==> src/rtl/sys_mem_arb_pkg.sv <==
// sys_mem_arb shared types and defaults.
// State, port ID and default geometry for the arbiter.
package sys_mem_arb_pkg;

  localparam int DEF_DATA_W     = 32;
  localparam int DEF_ADDR_W     = 27;
  localparam int DEF_MAX_OUTSTD = 8;
  localparam int DEF_BURST_MAX  = 16;

  typedef enum logic [1:0] {
    ARB_IDLE = 2'd0,
    ARB_P0   = 2'd1,
    ARB_P1   = 2'd2
  } arb_state_t;

  typedef enum logic {
    P0 = 1'b0,
    P1 = 1'b1
  } port_id_t;

endpackage

==> src/rtl/sys_mem_arb_tag_ff.sv <==
// sys_mem_arb read-tag FIFO.
// Holds the issuing port ID of each outstanding read, oldest at head.
module sys_mem_arb_tag_ff #(
  parameter int DEPTH = 8
) (
  input  logic                     clk,
  input  logic                     rst_n,
  input  logic                     i_push,
  input  logic                     i_din,
  input  logic                     i_pop,
  output logic                     o_head,
  output logic                     o_full,
  output logic                     o_empty,
  output logic [$clog2(DEPTH):0]   o_count
);

  localparam int AW = $clog2(DEPTH);
  localparam logic [AW:0] FULL_CNT = (AW+1)'(DEPTH);

  logic          r_mem [DEPTH];
  logic [AW-1:0] r_wptr;
  logic [AW-1:0] r_rptr;
  logic [AW:0]   r_cnt;
  logic          w_do_push;
  logic          w_do_pop;

  assign w_do_pop  = i_pop & ~o_empty;
  assign w_do_push = i_push & (~o_full | w_do_pop);

  assign o_full  = (r_cnt == FULL_CNT);
  assign o_empty = (r_cnt == '0);
  assign o_count = r_cnt;
  assign o_head  = r_mem[r_rptr];

  // Storage write; contents are don't-care until pushed.
  always_ff @(posedge clk) begin
    if (w_do_push) r_mem[r_wptr] <= i_din;
  end

  // Pointer and occupancy tracking.
  always_ff @(posedge clk or negedge rst_n) begin
    if (!rst_n) begin
      r_wptr <= '0;
      r_rptr <= '0;
      r_cnt  <= '0;
    end else begin
      if (w_do_push) r_wptr <= r_wptr + AW'(1);
      if (w_do_pop)  r_rptr <= r_rptr + AW'(1);
      unique case ({w_do_push, w_do_pop})
        2'b10:   r_cnt <= r_cnt + (AW+1)'(1);
        2'b01:   r_cnt <= r_cnt - (AW+1)'(1);
        default: r_cnt <= r_cnt;
      endcase
    end
  end

endmodule

==> src/rtl/sys_mem_arb.sv <==
// sys_mem_arb: two-port system memory arbiter.
// Port 0 is favoured, port 1 guarded against starvation; reads routed by tag.
module sys_mem_arb
  import sys_mem_arb_pkg::*;
#(
  parameter int SYS_MEM_DATA_W = DEF_DATA_W,
  parameter int SYS_MEM_ADDR_W = DEF_ADDR_W,
  parameter int MAX_OUTSTD     = DEF_MAX_OUTSTD,
  parameter int P0_BURST_MAX   = DEF_BURST_MAX
) (
  input  logic                      clk,
  input  logic                      rst_n,
  output logic                      m0_wait,
  input  logic                      m0_wren,
  input  logic                      m0_rden,
  input  logic [SYS_MEM_ADDR_W-1:0] m0_addr,
  input  logic [SYS_MEM_DATA_W-1:0] m0_wdata,
  output logic                      m0_rd_valid,
  output logic [SYS_MEM_DATA_W-1:0] m0_rdata,
  output logic                      m1_wait,
  input  logic                      m1_wren,
  input  logic                      m1_rden,
  input  logic [SYS_MEM_ADDR_W-1:0] m1_addr,
  input  logic [SYS_MEM_DATA_W-1:0] m1_wdata,
  output logic                      m1_rd_valid,
  output logic [SYS_MEM_DATA_W-1:0] m1_rdata,
  input  logic                      sys_mem_wait,
  output logic                      sys_mem_wren,
  output logic                      sys_mem_rden,
  output logic [SYS_MEM_ADDR_W-1:0] sys_mem_addr,
  output logic [SYS_MEM_DATA_W-1:0] sys_mem_wdata,
  input  logic                      sys_mem_rd_valid,
  input  logic [SYS_MEM_DATA_W-1:0] sys_mem_rdata,
  output logic                      rsp_err
);

  localparam int CW = $clog2(P0_BURST_MAX + 1);
  localparam logic [CW-1:0] BURST_MAX = CW'(P0_BURST_MAX);
  localparam int TW = $clog2(MAX_OUTSTD) + 1;

  arb_state_t r_state;
  logic [CW-1:0] r_burst;
  logic          r_err;

  logic w_req0;
  logic w_req1;
  logic w_own_vld;
  port_id_t w_own;
  logic w_own_wr;
  logic w_own_rd;
  logic [SYS_MEM_ADDR_W-1:0] w_own_addr;
  logic [SYS_MEM_DATA_W-1:0] w_own_wdata;
  logic w_blk;
  logic w_accept;
  logic w_push;
  logic w_pop;
  logic w_head;
  logic w_full;
  logic w_empty;
  logic [TW-1:0] w_count;

  assign w_req0 = m0_wren | m0_rden;
  assign w_req1 = m1_wren | m1_rden;

  // Owner selection: lock wins, then starvation guard, then port 0.
  always_comb begin
    w_own_vld = 1'b0;
    w_own     = P0;
    if (rst_n) begin
      unique case (r_state)
        ARB_P0: begin
          w_own_vld = 1'b1;
          w_own     = P0;
        end
        ARB_P1: begin
          w_own_vld = 1'b1;
          w_own     = P1;
        end
        default: begin
          if (w_req1 & (~w_req0 | (r_burst == BURST_MAX))) begin
            w_own_vld = 1'b1;
            w_own     = P1;
          end else if (w_req0) begin
            w_own_vld = 1'b1;
            w_own     = P0;
          end
        end
      endcase
    end
  end

  // Owner command mux; all zero when nobody owns the slave.
  always_comb begin
    w_own_wr    = 1'b0;
    w_own_rd    = 1'b0;
    w_own_addr  = '0;
    w_own_wdata = '0;
    if (w_own_vld) begin
      if (w_own == P1) begin
        w_own_wr    = m1_wren;
        w_own_rd    = m1_rden;
        w_own_addr  = m1_addr;
        w_own_wdata = m1_wdata;
      end else begin
        w_own_wr    = m0_wren;
        w_own_rd    = m0_rden;
        w_own_addr  = m0_addr;
        w_own_wdata = m0_wdata;
      end
    end
  end

  // A pop in the same cycle frees a slot, so a full FIFO does not block then.
  assign w_pop    = sys_mem_rd_valid & ~w_empty;
  assign w_blk    = w_own_rd & w_full & ~w_pop;
  assign w_accept = (w_own_wr | w_own_rd) & ~sys_mem_wait & ~w_blk;
  assign w_push   = w_accept & w_own_rd;

  assign sys_mem_wren  = w_own_wr & ~w_blk;
  assign sys_mem_rden  = w_own_rd & ~w_blk;
  assign sys_mem_addr  = w_own_addr;
  assign sys_mem_wdata = w_own_wdata;

  assign m0_wait = ~(w_own_vld & (w_own == P0)) | sys_mem_wait | w_blk;
  assign m1_wait = ~(w_own_vld & (w_own == P1)) | sys_mem_wait | w_blk;

  assign m0_rd_valid = w_pop & ~w_head;
  assign m1_rd_valid = w_pop & w_head;
  assign m0_rdata    = sys_mem_rdata;
  assign m1_rdata    = sys_mem_rdata;
  assign rsp_err     = r_err;

  // Lock FSM: hold the owner whose command stalled.
  always_ff @(posedge clk or negedge rst_n) begin
    if (!rst_n) begin
      r_state <= ARB_IDLE;
    end else if (w_own_vld & (w_own_wr | w_own_rd) & ~w_accept) begin
      r_state <= (w_own == P1) ? ARB_P1 : ARB_P0;
    end else begin
      r_state <= ARB_IDLE;
    end
  end

  // Consecutive port-0 grants while port 1 waits.
  always_ff @(posedge clk or negedge rst_n) begin
    if (!rst_n) begin
      r_burst <= '0;
    end else if (~w_req1) begin
      r_burst <= '0;
    end else if (w_accept & (w_own == P1)) begin
      r_burst <= '0;
    end else if (w_accept & (r_burst != BURST_MAX)) begin
      r_burst <= r_burst + CW'(1);
    end
  end

  // Sticky error: response with no outstanding read.
  always_ff @(posedge clk or negedge rst_n) begin
    if (!rst_n) begin
      r_err <= 1'b0;
    end else if (sys_mem_rd_valid & (w_count == '0)) begin
      r_err <= 1'b1;
    end
  end

  sys_mem_arb_tag_ff #(
    .DEPTH (MAX_OUTSTD)
  ) u_tag_ff (
    .clk     (clk),
    .rst_n   (rst_n),
    .i_push  (w_push),
    .i_din   (w_own == P1),
    .i_pop   (sys_mem_rd_valid),
    .o_head  (w_head),
    .o_full  (w_full),
    .o_empty (w_empty),
    .o_count (w_count)
  );

endmodule

==> config.mk <==
export PLATFORM = sky130hd
export DESIGN_NAME = sys_mem_arb
export DESIGN_NICKNAME = d
export VERILOG_FILES = /design/src/rtl/sys_mem_arb_pkg.sv /design/src/rtl/sys_mem_arb_tag_ff.sv /design/src/rtl/sys_mem_arb.sv
export SDC_FILE = /design/constraint.sdc
export NUM_CORES = 1
export LEC_CHECK = 0
export BUFFER_PORTS_ARGS = -buffer_cell sky130_fd_sc_hd__buf_4
export CAP_MARGIN = 20
export CORE_AREA = 3 3 110 112
export CTS_BUF_LIST = sky130_fd_sc_hd__clkbuf_16
export CTS_CLUSTER_DIAMETER = 80
export CTS_CLUSTER_SIZE = 40
export DETAILED_ROUTE_END_ITERATION = 16
export DIE_AREA = 0 0 113 115
export SLEW_MARGIN = 20
export SYNTH_ARGS = -nofsm -noshare
export SYNTH_HDL_FRONTEND = slang
export SYNTH_SLANG_ARGS = --single-unit
==> constraint.sdc <==
create_clock -name clk -period 4.5 [get_ports clk]
set_input_delay 0.675 -clock clk [delete_from_list [all_inputs] [get_ports clk]]
set_output_delay 0.675 -clock clk [all_outputs]
set_load 0.02 [all_outputs]
==> results of run 1 <==
[metal layers]
metal	share of wire	up-vias	GRT usage	routed length, um
li1	-	1215	-	-
met1	0.43	1211	0.212	4750
met2	0.48	131	0.264	5290
met3	0.082	13	0.0521	913
met4	0.011	0	0.0304	120
met5	0	-	0	0
[power by group]
part	switching [mW]	total (mW)	internal, mW
clock network	0.0803	0.199	0.119
registers	0.0960	0.398	0.302
logic	0.264	0.557	0.293
total	0.440	1.15	0.714
[kinds of logic (layout without fill, tap and decap cells)]
kind of cell	Yosys count	count (layout)
multiplexers	5	5
flip-flops	26	26
adder cells (fa/ha/maj)	8	8
XOR/XNOR	9	9
buffers and inverters	88	206
AND/OR/NAND/NOR	56	56
AO/OA/AOI/OAI	84	84
[worst max-delay path: stages, from the launching register on]
cell      delay (ns)
dfrtp_1         0.37
ha_1            0.35
nand2b_1        0.22
o211ai_2        0.10
nand3_1         0.30
inv_2           0.40
buf_4           0.36
a22o_1          0.22
buf_4           0.17
[worst max path at each step]
stage,end,cells after the start
CTS,sys_mem_wdata[12],8
floorplan,u_tag_ff.o_count[2],12
finish,sys_mem_wdata[12],8
global route,sys_mem_wdata[12],9
global placement,sys_mem_wdata[17],6
detailed placement,sys_mem_wdata[12],9
[sequential cells by signal, indices dropped and copies added (netlist names)]
name	cells
u_tag_ff.o_count	4
r_state	2
u_tag_ff.r_mem	8
u_tag_ff.r_wptr	3
u_tag_ff.r_rptr	3
rsp_err	1
r_burst	5
[placed cells by master (no fill, tap or decap), types with 2 or more instances in the layout]
cell type	Yosys	final
nand2_1	16	16
inv_1	6	6
nor4_1	4	4
nor4b_2	4	4
o22ai_1	4	4
dfrtp_1	18	18
nor3_1	3	3
xor2_1	4	4
mux4_2	2	2
nor3b_1	2	2
nand4_1	2	2
o32ai_1	2	2
clkbuf_16	0	3
nand3b_1	3	3
buf_4	64	194
nor2b_1	3	3
nand3_1	3	3
nor2_1	4	4
a21oi_1	5	5
xnor2_1	5	5
nand2b_1	5	5
edfxtp_1	8	8
a22o_1	59	59
a221oi_1	3	3
ha_1	8	8
[cell type report]
type	count	area, um^2	area share
sequential	26	691	0.181
clock buffer	3	75.1	0.0196
tap	143	179	0.0468
clock inverter	1	3.75	0.000981
inverter	8	32.5	0.00851
multi-input combinational	162	1390	0.363
timing repair buffer	194	1460	0.381
[through the flow]
step	instances	hold slack (ns)
global placement	533	0.441
CTS	537	0.311
global route	537	0.320
detailed placement	533	0.450
floorplan	276	0.379
finish	537	0.301
==> impl_metrics.ini, run 1 <==
[global_route]
grt_max_degree = 61
overflow = 0
grt_antenna_before_repair = 0
grt_use_total = 0.162
grt_pass1_wl_mm = 16.0
first_global_vias = 2580

[power]
power_mw = 1.15
p_per_area_mw_per_mm2 = 302
p_leak_nw = 1.85
peakVddDrop_uv = 192

[timing]
clock_skew_ns = 0.00161
rsz0062_at_grt = no
finalCritPeriodShare = 0.769
fin_crit_ns = 3.46
relSlewSlack = 0.525
max_clock_freq_mhz = 289
fin_ws_ns = 1.04
drv_slew = 0
final_hold_viol_count = 0
setup_viol = 0
setup_tns_ns = 0
tightestPinTransition_ns = 0.707

[synth]
synth_nets = 442
synth_edf_count = 8
synth_xor_area_frac = 0.0297
synth_top_family_by_area = compound AO/OA/AOI/OAI gates
ys.flop_type = dfrtp_1
synth.top_cells.by_area = a22o_1 (19%), buf_4 (18%), dfrtp_1 (17%), edfxtp_1 (9.0%), ha_1 (3.8%)
synth.cell_area_mm2 = 0.00266
synth_compound_area_frac = 0.276
ys.warnings.count = 0
synthCells = 276
synth.distinct_cells = 49
async_flop_share = 0.692
synth_mux_area_frac = 0.0306
synth-seq-cells = 26
synth-simple-area-share = 0.146
synth_commonest_cells = buf_4 (64), a22o_1 (59), dfrtp_1 (18)
synth.most_common_cell = buf_4
synth_fa_ha_area_frac = 0.0377
synth_top_cell_area_share = 0.195
syn_area_per_cell_um2 = 9.62
synth_area_leader_cell = a22o_1
yosysSeqAreaShare = 0.260

[placement]
place_ws_ns = 1.28
port_buffers = 191
place.gp.congestion = 0.907
placed_area_mm2 = 0.00375
dp_hpwl_mm = 9.63

[layout]
fin_util = 0.338
num-fill-cells = 1201
final_area_mm2 = 0.00382
syn2layout_area_growth_pct = 44.0
insertedDiodeCount = 0
layout-drive-gt1-share = 0.548
fin_nets = 561

[detailed_routing]
firstDrtPassIters = 4
drtIter0Drc = 186
postRouteAntennaNets = 0
wirelength_mm = 11.1
remaining_drc_errors = 0
vias_per_cell = 4.79
wl_per_cell_um = 20.6
vias = 2570

[floorplan]
die_area_mm2 = 0.0130
start_util = 0.235
core_area_mm2 = 0.0113
die_w_um = 113
ioPinCount = 288
die_height_um = 115
rows = 39

[worst_setup_path]
cp-start-kind = flop
rr_endpoint = u_tag_ff.o_count[2]
r2r-start = r_state[1]
cp.required_ns = 3.83
ff2ff_setup_slack_ns = 1.47
crit_fanout = 27
arrival_ns = 2.79
worstSetupStartpoint = r_state[1]
critical_path_class = reg -> out
end_kind = primary output
worstRegToRegCells = 13

[clock_network]
numCtsBuffers = 3
clk_pin_slew_ns = 0.06
post_cts_buffers = 0
cts_resized = 0
h-tree-depth = 1
hold_buffers = 0
root_buffer = clkbuf_16
cts.sinks = 26
cts_tree = yes
worstSkewPairLatency_ns = 0.26
clockBufferDepth = 2

[status]
status = finished, final reports clean

[hold_path]
hold_path.class = in -> async

[run]
maxCapViolations = 0
Note: power is estimated with default switching activity, not from simulation.
==> run 2, diff against run 1 <==
==> constraint.sdc (replaced) <==
create_clock -name clk -period 2.8 [get_ports clk]
set_input_delay 0.42 -clock clk [delete_from_list [all_inputs] [get_ports clk]]
set_output_delay 0.42 -clock clk [all_outputs]
set_load 0.02 [all_outputs]
==> impl_metrics.ini, run 2 (synthesized netlist as in run 1, its figures left out) <==
[worst_setup_path]
cpLargestDelayFamily = buffers and inverters
cp.required_ns = 2.38
crit_slowest_cell = ha_1
crit_buf_inv = 4
path_common_cell = buf_4
critical_path_class = reg -> out
arrival_ns = 2.25
slowest_delay_ns = 0.34
crit_fanout = 32
end_kind = primary output
cp-start-kind = flop
crit_path_cell_trace = inv_1 -> ha_1 -> nand2b_4 -> o211ai_2 -> nand3_1 -> inv_2 -> buf_4 -> a22o_1 -> buf_4

[global_route]
grt_max_degree = 62
grt_pass1_wl_mm = 15.9
grt_use_total = 0.162
first_global_vias = 2597
overflow = 0
grt_antenna_before_repair = 0

[layout]
num-fill-cells = 1171
layout_commonest_cell = buf_4
syn2layout_area_growth_pct = 51.3
largest_reg_flops = 8
fin_nets = 573
largest-register = u_tag_ff.r_mem
final_cell_mix = buf_4 (202), a22o_1 (59), dfrtp_1 (18)
finalNonFillerCells = 549
layout-drive-gt1-share = 0.589
insertedDiodeCount = 0

[timing]
final_hold_viol_count = 0
drv_slew = 0
max_clock_freq_mhz = 374
setup_viol = 0
setup_tns_ns = 0
tightestPinTransition_ns = 0.424
clock_skew_ns = 0.00292
fin_crit_ns = 2.67
relSlewSlack = 0.717
finalCritPeriodShare = 0.955

[clock_network]
root_buffer = clkbuf_16
cts.sinks = 26
worstSkewPairLatency_ns = 0.26
cts_tree = yes
clk_pin_slew_ns = 0.07
h-tree-depth = 1
clockBufferDepth = 2
numCtsBuffers = 3

[detailed_routing]
wl_per_cell_um = 20.4
postRouteAntennaNets = 0
vias = 2643
wl_met1_mm = 4.69
highest_layer = met4
dr_wl_met2_mm = 5.58
drtIter0Drc = 104
wirelength_mm = 11.2
firstDrtPassIters = 4
dr_wl_met3_um = 831
remaining_drc_errors = 0
vias_per_cell = 4.81

[placement]
dp_hpwl_mm = 9.63
place.gp.congestion = 0.903
port_buffers = 191
placed_cells = 542

[power]
p_per_area_mw_per_mm2 = 502
p_leak_nw = 1.94
peakVddDrop_uv = 264

[floorplan]
ioPinCount = 288
die_height_um = 115
die_area_mm2 = 0.0130
die_w_um = 113
rows = 39
core_area_mm2 = 0.0113
start_util = 0.235

[status]
status = finished, final reports clean

[run]
maxCapViolations = 0

[hold_path]
hold_path.class = in -> async
==> run 2: cell types whose count changed in the layout (fill, tap and decap cells not counted), sizes merged <==
cell / previous run / this run
clkinv: 1 / 0
bufinv: 0 / 1
buf: 194 / 205
dlygate4sd3: 0 / 1
==> run 2: final timing paths <==
check | slack (ns) | from | to | depth (start not counted)
setup / recovery | 0.13 | r_state[0] | sys_mem_wdata[25] | 9
hold / removal | 0.19 | rst_n | r_burst[3] | 2
setup reg to reg | 0.14 | r_burst[1] | u_tag_ff.o_count[2] | 14
hold reg to reg | 0.46 | rsp_err | rsp_err | 1
max in group asynchronous | 2.01 | rst_n | r_burst[2] | 2
min in group clk | 0.38 | sys_mem_rd_valid | rsp_err | 2
==> run 2: routing by layer <==
layer | vias to the layer above | track usage
met3 | 10 | 0.0458
met2 | 143 | 0.279
met4 | 0 | 0.0256
met1 | 1254 | 0.207
met5 | - | 0
li1 | 1236 | -
==> run 2: through the flow <==
stage	power, mW	hold slack [ns]	instance area, um^2	utilization	worst slack, ns
final	2.02	0.191	4020	0.355	0.126
after global routing	2.16	0.213	4020	0.355	-0.0408
after CTS	2.00	0.200	3950	0.349	0.0292
after detailed placement	1.58	0.256	3840	0.339	0.0853
after global placement	1.55	0.253	3840	0.339	0.147
after floorplan	1.29	0.124	2660	-	0.0361
==> run 2: final cells by class <==
class / instances / area [um^2] / share of cell area
Tap cell: 143 / 179 / 0.0445
Clock inverter: 1 / 30.0 / 0.00747
Sequential cell: 26 / 691 / 0.172
Inverter: 8 / 32.5 / 0.00809
Multi-Input combinational cell: 162 / 1430 / 0.357
Clock buffer: 3 / 75.1 / 0.0187
Timing Repair Buffer: 206 / 1580 / 0.393
==> run 2: where the power goes <==
group / leakage [nW] / switching, mW / internal, mW
Sequential: 0.297 / 0.159 / 0.485
Clock: 0.0511 / 0.131 / 0.284
Combinational: 1.59 / 0.449 / 0.510
==> run 2: repair_timing <==
item	4_1_cts	5_1_grt
hold buffers	1	0
hold endpoints to repair	3	0
setup buffers	0	2
gates resized for setup	0	14
endpoints found under the setup margin	0	10
==> run 3, diff against run 2 <==
==> constraint.sdc (replaced) <==
create_clock -name clk -period 2.8 [get_ports clk]
set_input_delay 0.42 -clock clk [delete_from_list [all_inputs] [get_ports clk]]
set_output_delay 0.42 -clock clk [all_outputs]
set_load 0.05 [all_outputs]
==> impl_metrics.ini, run 3 (synthesized netlist as in run 1, its figures left out) <==
[clock_network]
clockBufferDepth = 2
cts.sinks = 26
h-tree-depth = 1
numCtsBuffers = 3
clk_pin_slew_ns = 0.07
root_buffer = clkbuf_16
cts_tree = yes
worstSkewPairLatency_ns = 0.26

[layout]
largest_reg_flops = 8
fin_nets = 576
syn2layout_area_growth_pct = 52.4
layout_commonest_cell = buf_4
largest-register = u_tag_ff.r_mem
final_cell_mix = buf_4 (203), a22o_1 (59), dfrtp_1 (18)
fin_util = 0.358
finalNonFillerCells = 552
layout-drive-gt1-share = 0.587
insertedDiodeCount = 0
num-fill-cells = 1172

[timing]
finalCritPeriodShare = 0.960
setup_tns_ns = 0
drv_slew = 0
fin_hold_ws_ns = 0.199
final_hold_viol_count = 0
setup_viol = 0
clock_skew_ns = 0.00264
relSlewSlack = 0.699
tightestPinTransition_ns = 0.451
max_clock_freq_mhz = 372
fin_crit_ns = 2.69

[power]
switchingPower_uw = 939
power_mw = 2.22
peakVddDrop_uv = 423
combPwrFrac = 0.520
p_seq_frac = 0.292
cellInternalPower_mw = 1.28
switching_share = 0.423
clockPowerShare = 0.188
p_leak_nw = 1.95
p_per_area_mw_per_mm2 = 548

[global_route]
grt_antenna_before_repair = 0
grt_pass1_wl_mm = 16.4
grt_use_total = 0.164
overflow = 0
first_global_vias = 2666
grt_max_degree = 62

[floorplan]
die_w_um = 113
ioPinCount = 288
rows = 39
core_area_mm2 = 0.0113
die_height_um = 115
die_area_mm2 = 0.0130
start_util = 0.235

[placement]
dp_hpwl_mm = 9.47
placed_cells = 541
port_buffers = 191
place.gp.congestion = 0.887

[worst_setup_path]
slowest_delay_ns = 0.40
crit_slowest_cell = dfrtp_1
ff2ff_setup_slack_ns = 0.16
path_common_cell = buf_4
r2r-start = r_state[0]
crit_fanout = 8
arrival_ns = 2.27
critical_path_class = reg -> out
cp.required_ns = 2.38
crit_buf_inv = 4
end_kind = primary output
rr_endpoint = u_tag_ff.o_count[2]
crit_path_cell_trace = inv_2 -> ha_2 -> nand4bb_4 -> o2111a_1 -> a41o_4 -> buf_4 -> a21oi_2 -> buf_4 -> nand2_1 -> buf_6
cpLargestDelayFamily = compound AO/OA/AOI/OAI gates
worstRegToRegCells = 14
cp-start-kind = flop

[detailed_routing]
postRouteAntennaNets = 0
wirelength_mm = 11.2
vias = 2651
wl_per_cell_um = 20.4
vias_per_cell = 4.80
drtIter0Drc = 84
remaining_drc_errors = 0
firstDrtPassIters = 4

[status]
status = finished, final reports clean

[run]
maxCapViolations = 0

[hold_path]
hold_path.class = in -> async
==> run 3: cell types whose count changed in the layout (fill, tap and decap cells not counted), sizes merged <==
cell / change
buf: +3
==> run 3: area by class of cell <==
type	instances	area, um^2	area share
inverters	8	32.5	0.00804
well taps	143	179	0.0442
multi-input cells	162	1420	0.352
flip-flops and latches	26	691	0.171
clock buffers	3	75.1	0.0185
clock inverters	1	30.0	0.00742
repair buffers	209	1620	0.399
==> run 3: routing by layer <==
layer	vias up	share of wire	wire length, um	GRT usage
met5	-	0	0	0
met4	0	0.0053	60	0.0184
met3	6	0.069	776	0.0463
met2	130	0.49	5550	0.277
met1	1270	0.43	4860	0.218
li1	1245	-	-	-
==> run 3: timing repair <==
item	in CTS	in global routing
endpoints found under the setup margin	2	5
hold buffers	1	0
setup buffers	2	4
hold endpoints to repair	2	0
gates resized for setup	2	10
pin swaps	1	5
==> run 3: worst max path at each step <==
stage	depth (start not counted)	endpoint	slack [ns]	start
floorplan	14	u_tag_ff.o_count[2]	0.04	r_state[0]
global placement	14	u_tag_ff.o_count[2]	0.18	r_state[0]
detailed placement	14	u_tag_ff.o_count[2]	0.09	r_state[0]
CTS	10	m1_wait	0.02	r_burst[1]
global route	14	u_tag_ff.o_count[3]	-0.002	r_burst[0]
finish	10	m0_wait	0.11	r_burst[0]
==> run 3: power groups by stage <==
| stage | Combinational, mW | Clock [mW] | Sequential (mW) |
|---|---|---|---|
| floorplan | 0.994 | 0 | 0.608 |
| global placement | 1.11 | 0 | 0.640 |
| detailed placement | 1.13 | 0 | 0.651 |
| CTS | 1.14 | 0.424 | 0.644 |
| global route | 1.24 | 0.442 | 0.663 |
| finish | 1.15 | 0.418 | 0.647 |
==> run 3: stage by stage <==
| step | worst slack, ns | cell area [um^2] |
|---|---|---|
| floorplan | 0.0361 | 2660 |
| global placement | 0.178 | 3840 |
| detailed placement | 0.0892 | 3840 |
| CTS | 0.0200 | 3980 |
| global route | -0.00158 | 4050 |
| finish | 0.112 | 4050 |
